File: src/rtl/stopwatch_display_scan_pkg.sv
// Shared constants and types for the stopwatch 4-digit display scanner.
package stopwatch_display_scan_pkg;

  localparam int unsigned DIGIT_COUNT = 4;
  localparam int unsigned DIGIT_W     = 4;
  localparam int unsigned IDX_W       = $clog2(DIGIT_COUNT);
  localparam int unsigned SEG_W       = 7;

  // Active-low {g,f,e,d,c,b,a} patterns for a common-anode display
  localparam logic [SEG_W-1:0] SEG_0     = 7'h40;
  localparam logic [SEG_W-1:0] SEG_1     = 7'h79;
  localparam logic [SEG_W-1:0] SEG_2     = 7'h24;
  localparam logic [SEG_W-1:0] SEG_3     = 7'h30;
  localparam logic [SEG_W-1:0] SEG_4     = 7'h19;
  localparam logic [SEG_W-1:0] SEG_5     = 7'h12;
  localparam logic [SEG_W-1:0] SEG_6     = 7'h02;
  localparam logic [SEG_W-1:0] SEG_7     = 7'h78;
  localparam logic [SEG_W-1:0] SEG_8     = 7'h00;
  localparam logic [SEG_W-1:0] SEG_9     = 7'h10;
  localparam logic [SEG_W-1:0] SEG_DASH  = 7'h3F;
  localparam logic [SEG_W-1:0] SEG_BLANK = 7'h7F;

  // Element [0] is the rightmost digit
  typedef logic [DIGIT_COUNT-1:0][DIGIT_W-1:0] digits_t;

  typedef enum logic {GAP, SHOW} slot_state_e;

endpackage

File: src/rtl/stopwatch_display_scan_if.sv
// Digit input bus and multiplexed display pins of the scanner.
interface stopwatch_display_scan_if;
  import stopwatch_display_scan_pkg::*;

  digits_t              digits_bcd;
  logic                 lz_blank_en;
  logic                 freeze;
  logic [SEG_W-1:0]     seg_n;
  logic                 dp_n;
  logic [DIGIT_COUNT-1:0] an_n;

  modport master (
    output digits_bcd, lz_blank_en, freeze,
    input  seg_n, dp_n, an_n
  );

  modport slave (
    input  digits_bcd, lz_blank_en, freeze,
    output seg_n, dp_n, an_n
  );

endinterface

File: src/rtl/stopwatch_display_scan_bcd_to_seg7.sv
// Combinational BCD to active-low 7-segment decoder; codes 10-15 show a dash.
module stopwatch_display_scan_bcd_to_seg7
  import stopwatch_display_scan_pkg::*;
(
  input  logic [DIGIT_W-1:0] code,
  output logic [SEG_W-1:0]   seg_c
);

  always_comb begin
    seg_c = SEG_DASH;
    case (code)
      4'd0: seg_c = SEG_0;
      4'd1: seg_c = SEG_1;
      4'd2: seg_c = SEG_2;
      4'd3: seg_c = SEG_3;
      4'd4: seg_c = SEG_4;
      4'd5: seg_c = SEG_5;
      4'd6: seg_c = SEG_6;
      4'd7: seg_c = SEG_7;
      4'd8: seg_c = SEG_8;
      4'd9: seg_c = SEG_9;
      default: seg_c = SEG_DASH;
    endcase
  end

endmodule

File: src/rtl/stopwatch_display_scan.sv
// Multiplexed 4-digit 7-segment scanner with anti-ghosting gap, per-frame
// snapshot, leading-zero blanking and a fixed decimal point.
module stopwatch_display_scan
  import stopwatch_display_scan_pkg::*;
#(
  parameter int unsigned SCAN_DIV   = 10000,
  parameter int unsigned GAP_CYCLES = 2,
  parameter int unsigned DP_POS     = 2,
  parameter int unsigned CNT_W      = 14
) (
  input  logic                    clk,
  input  logic                    reset_n,
  stopwatch_display_scan_if.slave disp
);

  localparam logic [CNT_W-1:0] CNT_LAST  = CNT_W'(SCAN_DIV - 1);
  localparam logic [CNT_W-1:0] CNT_GAP   = CNT_W'(GAP_CYCLES);
  localparam logic [IDX_W-1:0] IDX_LAST  = IDX_W'(DIGIT_COUNT - 1);
  localparam logic [IDX_W-1:0] IDX_DP    = IDX_W'(DP_POS);
  localparam logic [IDX_W-1:0] IDX_D3    = IDX_W'(3);
  localparam logic [IDX_W-1:0] IDX_D2    = IDX_W'(2);
  localparam slot_state_e      STATE_RST = (GAP_CYCLES > 0) ? GAP : SHOW;

  logic [CNT_W-1:0]       count;
  logic [CNT_W-1:0]       count_next;
  logic [IDX_W-1:0]       index;
  digits_t                snapshot;
  slot_state_e            state;
  slot_state_e            state_next;
  logic                   slot_end;
  logic [SEG_W-1:0]       seg_raw;
  logic [SEG_W-1:0]       seg_next;
  logic [SEG_W-1:0]       seg_q;
  logic [DIGIT_COUNT-1:0] an_next;
  logic [DIGIT_COUNT-1:0] an_q;
  logic                   dp_next;
  logic                   dp_q;
  logic                   lead3;
  logic                   lead2;
  logic                   blank;

  assign slot_end   = (count == CNT_LAST);
  assign count_next = slot_end ? '0 : count + CNT_W'(1);

  // Prescaler, digit index and frame snapshot
  always_ff @(posedge clk or negedge reset_n) begin
    if (!reset_n) begin
      count    <= '0;
      index    <= '0;
      snapshot <= '0;
    end else begin
      count <= count_next;
      if (slot_end) begin
        index <= (index == IDX_LAST) ? '0 : index + IDX_W'(1);
        if (index == IDX_LAST && !disp.freeze) begin
          snapshot <= disp.digits_bcd;
        end
      end
    end
  end

  stopwatch_display_scan_bcd_to_seg7 u_dec (
    .code  (snapshot[index]),
    .seg_c (seg_raw)
  );

  // Blanking follows lz_blank_en live while the digits come from the snapshot
  assign lead3 = disp.lz_blank_en && (snapshot[3] == '0);
  assign lead2 = lead3 && (snapshot[2] == '0);
  assign blank = ((index == IDX_D3) && lead3) || ((index == IDX_D2) && lead2);

  always_ff @(posedge clk or negedge reset_n) begin
    if (!reset_n) begin
      state <= STATE_RST;
    end else begin
      state <= state_next;
    end
  end

  // Slot state tracks the prescaler; outputs are precomputed for registering
  always_comb begin
    state_next = state;
    an_next    = '1;
    seg_next   = SEG_BLANK;
    dp_next    = 1'b1;
    state_next = (count_next < CNT_GAP) ? GAP : SHOW;
    if (state == SHOW) begin
      an_next[index] = 1'b0;
      seg_next       = blank ? SEG_BLANK : seg_raw;
      dp_next        = (index != IDX_DP);
    end
  end

  always_ff @(posedge clk or negedge reset_n) begin
    if (!reset_n) begin
      an_q  <= '1;
      seg_q <= SEG_BLANK;
      dp_q  <= 1'b1;
    end else begin
      an_q  <= an_next;
      seg_q <= seg_next;
      dp_q  <= dp_next;
    end
  end

  assign disp.an_n  = an_q;
  assign disp.seg_n = seg_q;
  assign disp.dp_n  = dp_q;

endmodule

File: src/flat_wrapper.sv
// flat-port wrapper written by rule: the top's interface ports become plain ports
module stopwatch_display_scan_flat import stopwatch_display_scan_pkg::*;
#(
  parameter int unsigned SCAN_DIV   = 10000,
  parameter int unsigned GAP_CYCLES = 2,
  parameter int unsigned DP_POS     = 2,
  parameter int unsigned CNT_W      = 14
)
  (clk, reset_n, disp_digits_bcd, disp_lz_blank_en, disp_freeze, disp_seg_n, disp_dp_n, disp_an_n);
  stopwatch_display_scan_if disp_i ();
  input  logic clk;
  input  logic reset_n;
  input wire logic [$bits(disp_i.digits_bcd)-1:0] disp_digits_bcd;
  input wire logic [$bits(disp_i.lz_blank_en)-1:0] disp_lz_blank_en;
  input wire logic [$bits(disp_i.freeze)-1:0] disp_freeze;
  output wire logic [$bits(disp_i.seg_n)-1:0] disp_seg_n;
  output wire logic [$bits(disp_i.dp_n)-1:0] disp_dp_n;
  output wire logic [$bits(disp_i.an_n)-1:0] disp_an_n;
  assign disp_i.digits_bcd = disp_digits_bcd;
  assign disp_i.lz_blank_en = disp_lz_blank_en;
  assign disp_i.freeze = disp_freeze;
  assign disp_seg_n = disp_i.seg_n;
  assign disp_dp_n = disp_i.dp_n;
  assign disp_an_n = disp_i.an_n;
  stopwatch_display_scan #(.SCAN_DIV(SCAN_DIV), .GAP_CYCLES(GAP_CYCLES), .DP_POS(DP_POS), .CNT_W(CNT_W)) u_core (.clk(clk), .reset_n(reset_n), .disp(disp_i));
endmodule
File: config.mk
export PLATFORM = sky130hd
export DESIGN_NAME = stopwatch_display_scan_flat
export DESIGN_NICKNAME = d
export VERILOG_FILES = /design/src/rtl/stopwatch_display_scan_pkg.sv /design/src/rtl/stopwatch_display_scan_if.sv /design/src/rtl/stopwatch_display_scan_bcd_to_seg7.sv /design/src/rtl/stopwatch_display_scan.sv /design/src/flat_wrapper.sv
export SDC_FILE = /design/constraint.sdc
export NUM_CORES = 1
export LEC_CHECK = 0
export CORE_MARGIN = 10
export CORE_UTILIZATION = 58
export DETAILED_ROUTE_END_ITERATION = 16
export PLACE_DENSITY = 0.84
export SYNTH_ARGS = -nofsm -noshare
export SYNTH_HDL_FRONTEND = slang
export SYNTH_SLANG_ARGS = --single-unit
File: constraint.sdc
create_clock -name clk -period 6.9 [get_ports clk]
set_input_delay 2.07 -clock clk [delete_from_list [all_inputs] [get_ports clk]]
set_output_delay 2.07 -clock clk [all_outputs]
set_load 0.02 [all_outputs]
Word-level counts from Yosys, hierarchy flattened:

Memory sizes are Yosys's and may differ from the RTL's.
Cells that the tools add are included.

* memory bits (writable): 0
* word-level logic and storage cells: 43
* output and inout port bits: 12
* memory bits (read-only): 112
* input port bits: 20
* bits in latches: 0
* memories kept: 1
* register bits: 45

Memories
* (no name shown): words 16, bits a word 7, read ports 1, clocked after Yosys merged registers in 0, wr ports 0, line stopwatch_display_scan_bcd_to_seg7.sv:11 `case (code)`

* multiply operators: 0
* muxes and demuxes: 11
* div/mod/pow operators: 0
* bitwise logic cells: 1
* add/sub/neg operators: 2
* equality and inequality tests: 4
* reduce and logical (&&, ||, !) cells: 11
* order comparisons: 3
* shift operators: 0

Operators by type and width (number)
* 14-bit by 1-bit adder with 14-bit output, second input constant: 1
* 14-bit == test, second input constant: 1
* 14-bit by 2-bit less-than comparator with 1-bit output, second input constant: 1
* 14-bit two-way mux: 1
* 7-bit two-way mux: 2
* 4-bit binary-select mux with 2-bit select: 1
* 4-bit logical NOT: 2
* 4-bit two-way mux: 2
* 1-bit logical AND: 6
* 2-bit == test, second input constant: 2
* 4-bit inverter: 1
* 2-bit by 3-bit less-than comparator with 1-bit output, second input constant: 1
* 1-bit two-way mux: 3
* 2-bit by 1-bit adder with 2-bit output, second input constant: 1
* 1-bit demux with 2-bit select: 1
* 2-bit by 1-bit greater-or-equal comparator with 1-bit output, second input constant: 1
* 2-bit two-way mux: 1
* 2-bit != test, second input constant: 1
* 2-bit AND reduction: 1
* 1-bit logical NOT: 1
* 1-bit logical OR: 1

Logic depth before layout (Yosys ltp):

* depth in word-level cells: 7
* gate-level depth with buffers: 7
* depth with buffers taken out: 6

Modules after synthesis:

Synthesis repeated with hierarchy kept, for this count alone.

* cell total of the unflattened synthesis: 194
* area, all modules: 2346.0 um^2

By module, submodules not included
* stopwatch_display_scan: area each 2105.8 um^2, times used 1, seq. area each 1114.8 um^2, cells an instance 163
* stopwatch_display_scan_bcd_to_seg7: area each 240.2 um^2, times used 1, seq. area each 0.0 um^2, cells an instance 31

Worst setup path before layout:

Ideal clock, no wire load.

* path kind: input to register
* start: in disp_freeze
* end: reg u_core.snapshot[10] (netlist name)
* arrival time: 2.900 ns
* library setup time: 0.125 ns
* stages on the path: 3
* data required time: 6.775 ns
* buffers on the path: 1
* path slack: 3.875 ns
* cell sequence: nor3b_4 buf_8 mux2_2

* longest elaborated chain between the ends: 3

RTL lines
* start, declared: line flat_wrapper.sv:15 `input wire logic [$bits(disp_i.freeze)-1:0] disp_freeze;`
* 1-bit logical NOT: line stopwatch_display_scan.sv:55 `if (index == IDX_LAST && !disp.freeze) begin`
* 1-bit logical AND: line stopwatch_display_scan.sv:55
* 2-bit AND reduction (no source line)
* end signal, assigned: line stopwatch_display_scan.sv:56 `snapshot <= disp.digits_bcd;`
* end, declared: line stopwatch_display_scan.sv:27 `digits_t snapshot;`

No other way between the ends.
A chain may end at the register's enable or synchronous reset.

==> results by group <==
Yosys
  • Post-synthesis cell type count: 42
  • Synth warn: 0
  • Syn Nets: 217
  • Mapped Cells: 187
  • Dominant cells by area after synthesis: dfrtp_1, dfstp_2, mux2_2, ha_1, mux4_2
  • Yosys reg bits: 44
  • Register area share after synthesis: 0.505
  • Synthesized area: 2210 µm²
  • Synth top area share: 0.374
  • Synth area leader: dfrtp_1
  • Syn Area/Cell: 11.8 µm²

Drt
  • DR DRC count: 0
  • Wirelength per Cell: 17.2 µm
  • Initial DRC count: 120
  • Drt first pass iters: 4
  • Total Wirelength: 4.58 mm
  • Routed Antenna Nets: 0
  • Vias per cell: 5.92
  • Routed via count: 1,581

Clock tree
  • TritonCTS Buffers: 5
  • Clk sink count: 44
  • Clk buf depth: 2
  • Worst-Skew Late Latency: 0.29 ns
  • CTS tree: yes
  • Post-CTS Hold Buffers: 0
  • H-tree lvl count: 2
  • Setup bufs post-CTS: 0
  • Post-CTS Resized: 0
  • Root buf cell: clkbuf_8
  • Clock Pin Slew Worst Setup and Hold Paths: 0.08 ns

Power
  • Peak VDD IR: 0.120 mV
  • Leakage: 1.15 nW
  • Pwr Total: 463 µW
  • Power Dens Cells: 175 nW/µm²

Global routing
  • Initial antenna violation count: 0
  • First-pass GRT wire length: 7.78 mm
  • Largest net degree at the start of global routing: 45
  • GR Util All Layers: 0.149
  • Total congestion overflow: 0
  • Vias in the first global route: 1,611

Floorplan
  • I/O pins: 32
  • Die Wd: 81.7 µm
  • Full die area: 6680 µm²
  • Core box area: 3660 µm²
  • Initial Util: 0.604
  • # rows: 22
  • Die Height: 81.7 µm

STA
  • RSZ-0062 raised after global routing: false
  • Tightest Pin Transition: 0.922 ns
  • Fin. max-slew vios: 0
  • Hold Fails Final Rpt: 0
  • Setup TNS: 0 ns
  • Final worst path period share: 0.506
  • Fin worst setup slack: 3.41 ns
  • Max Fclk: 0.286 GHz
  • Final setup fails: 0
  • Min Tclk post-route: 3.49 ns
  • Clock Skew: 0.00430 ns
  • Worst rel slew slack: 0.385

Setup path
  • WP data arrival: 1.42 ns
  • WS Path Type: register to output port
  • Reg2reg end: u_core.snapshot[2]$_DFFE_PN0P_
  • Top delay family on crit path: buffers and inverters
  • Reg-to-reg startpoint: u_core.count[5]$_DFF_PN0_
  • Worst setup SP type: register
  • Crit Path Max Fanout: 2
  • CP cell instances: clkdlybuf4s50_1
  • R2R Setup Slk: 4.34 ns
  • Max stage delay on crit path: 0.60 ns
  • WP buf/inv: 1
  • Crit end category: output port
  • Req. time, crit path: 4.83 ns
  • Reg2Reg Depth: 5
  • Slowest cell on crit path: clkdlybuf4s50_1

Worst hold path
  • Hold Path Class: register to register
  • Worst hold path stage count: 1
  • Hold endpoint: u_core.disp.an_n[1]$_DFF_PN1_
  • Hold_sp: u_core.state$_DFF_PN0_

Layout
  • Most frequent cells in the layout: dfrtp_1, clkdlybuf4s50_1, mux2_2
  • Final #Nets: 248
  • Most common cell after layout, fill and taps aside: dfrtp_1
  • Share of cells above drive strength 1: 0.224
  • Area Overhead vs Synth: 19.7%
  • Area taken by multi-input logic gates: 1020 µm²
  • Design area: 2650 µm²
  • Ant diodes: 0
  • Number of fill cells in the layout: 242
  • Post-layout util: 0.722
  • Storage element area: 1110 µm²

Job
  • Max-cap violations: 0

Status
  • Status: complete, no violations

Placed design
  • Dpl ws: 3.15 ns
  • DP Area: 2540 µm²
  • Final HPWL DP: 3.45 mm
  • Input/output buffers: 31
  • Routability cong.: 0.895
==> cell type report <==
type,instances,share of cell area
flip-flops and latches,44,0.421
clock inverters,2,0.0132
inverters,8,0.0114
repair buffers,32,0.118
multi-input cells,127,0.386
well taps,48,0.0227
clock buffers,6,0.0274
==> worst max-delay path by stage <==
| stage | from | to | slack (ns) | cells after the start |
|---|---|---|---|---|
| 4_1_cts | u_core.disp.an_n[2]$_DFF_PN1_ | disp_dp_n | 3.39 | 1 |
| 2_1_floorplan | disp_freeze | u_core.snapshot[10]$_DFFE_PN0P_ | 3.87 | 3 |
| 6_report | u_core.disp.an_n[2]$_DFF_PN1_ | disp_dp_n | 3.41 | 1 |
| 3_3_place_gp | disp_freeze | u_core.snapshot[15]$_DFFE_PN0P_ | 3.24 | 3 |
| 5_1_grt | u_core.disp.an_n[2]$_DFF_PN1_ | disp_an_n[2] | 3.37 | 1 |
| 3_5_place_dp | disp_freeze | u_core.snapshot[13]$_DFFE_PN0P_ | 3.15 | 3 |
==> sequential cells by signal, summed over array words and instances (netlist names) <==
signal	cells
u_core.state	1
u_core.count	14
u_core.disp.an_n	4
u_core.snapshot	16
u_core.index	2
u_core.disp.seg_n	7
==> cell usage after synthesis, drive strengths merged <==
| cell | number |
|---|---|
| a211oi | 1 |
| a21boi | 1 |
| a21o | 2 |
| a21oi | 4 |
| a22oi | 1 |
| a2bb2oi | 1 |
| a31oi | 1 |
| and2 | 1 |
| and3 | 3 |
| and3b | 1 |
| and4 | 1 |
| buf | 2 |
| clkbuf | 6 |
| dfrtp | 33 |
| dfstp | 11 |
| ha | 10 |
| inv | 8 |
| mux2 | 17 |
| mux2i | 3 |
| mux4 | 4 |
| nand2 | 11 |
| nand2b | 7 |
| nand3 | 6 |
| nand4 | 6 |
| nor2 | 8 |
| nor3 | 2 |
| nor3b | 1 |
| nor4 | 6 |
| o211ai | 1 |
| o21ai | 9 |
| o21bai | 4 |
| o31a | 1 |
| or2 | 1 |
| or3 | 2 |
| or4 | 2 |
| xnor2 | 2 |
| xor2 | 7 |
==> power by group <==
group	switching [mW]	leakage (nW)	internal, mW
clock	0.0819	0.0552	0.107
sequential	0	0.556	0.258
combinational	0.00648	0.544	0.00915
==> routing by layer <==
layer / up-vias / share of wire / GRT usage
met1: 771 / 0.42 / 0.185
li1: 730 / - / -
met5: - / 0 / 0
met3: 9 / 0.079 / 0.0491
met2: 71 / 0.48 / 0.240
met4: 0 / 0.014 / 0.0476
==> per-stage QoR <==
step	instances	hold WS [ns]
5_1_grt	267	0.514
3_3_place_gp	259	0.459
3_5_place_dp	259	0.465
4_1_cts	267	0.476
2_1_floorplan	187	0.425
6_report	267	0.485
==> logic make-up (layout without fill, tap and decap cells) <==
kind of cell / count (synthesis) / after routing / synth area share
DFF: 44 / 44 / 0.505
muxes: 24 / 24 / 0.141
xor gates and xnor gates: 9 / 9 / 0.0357
buffers and inverters: 16 / 48 / 0.0340
and+or+nand+nor: 58 / 58 / 0.154
AOI/OAI and AO/OA: 26 / 26 / 0.0742
adders and majority gates: 10 / 10 / 0.0566
Power figures use the tool's default switching activity.
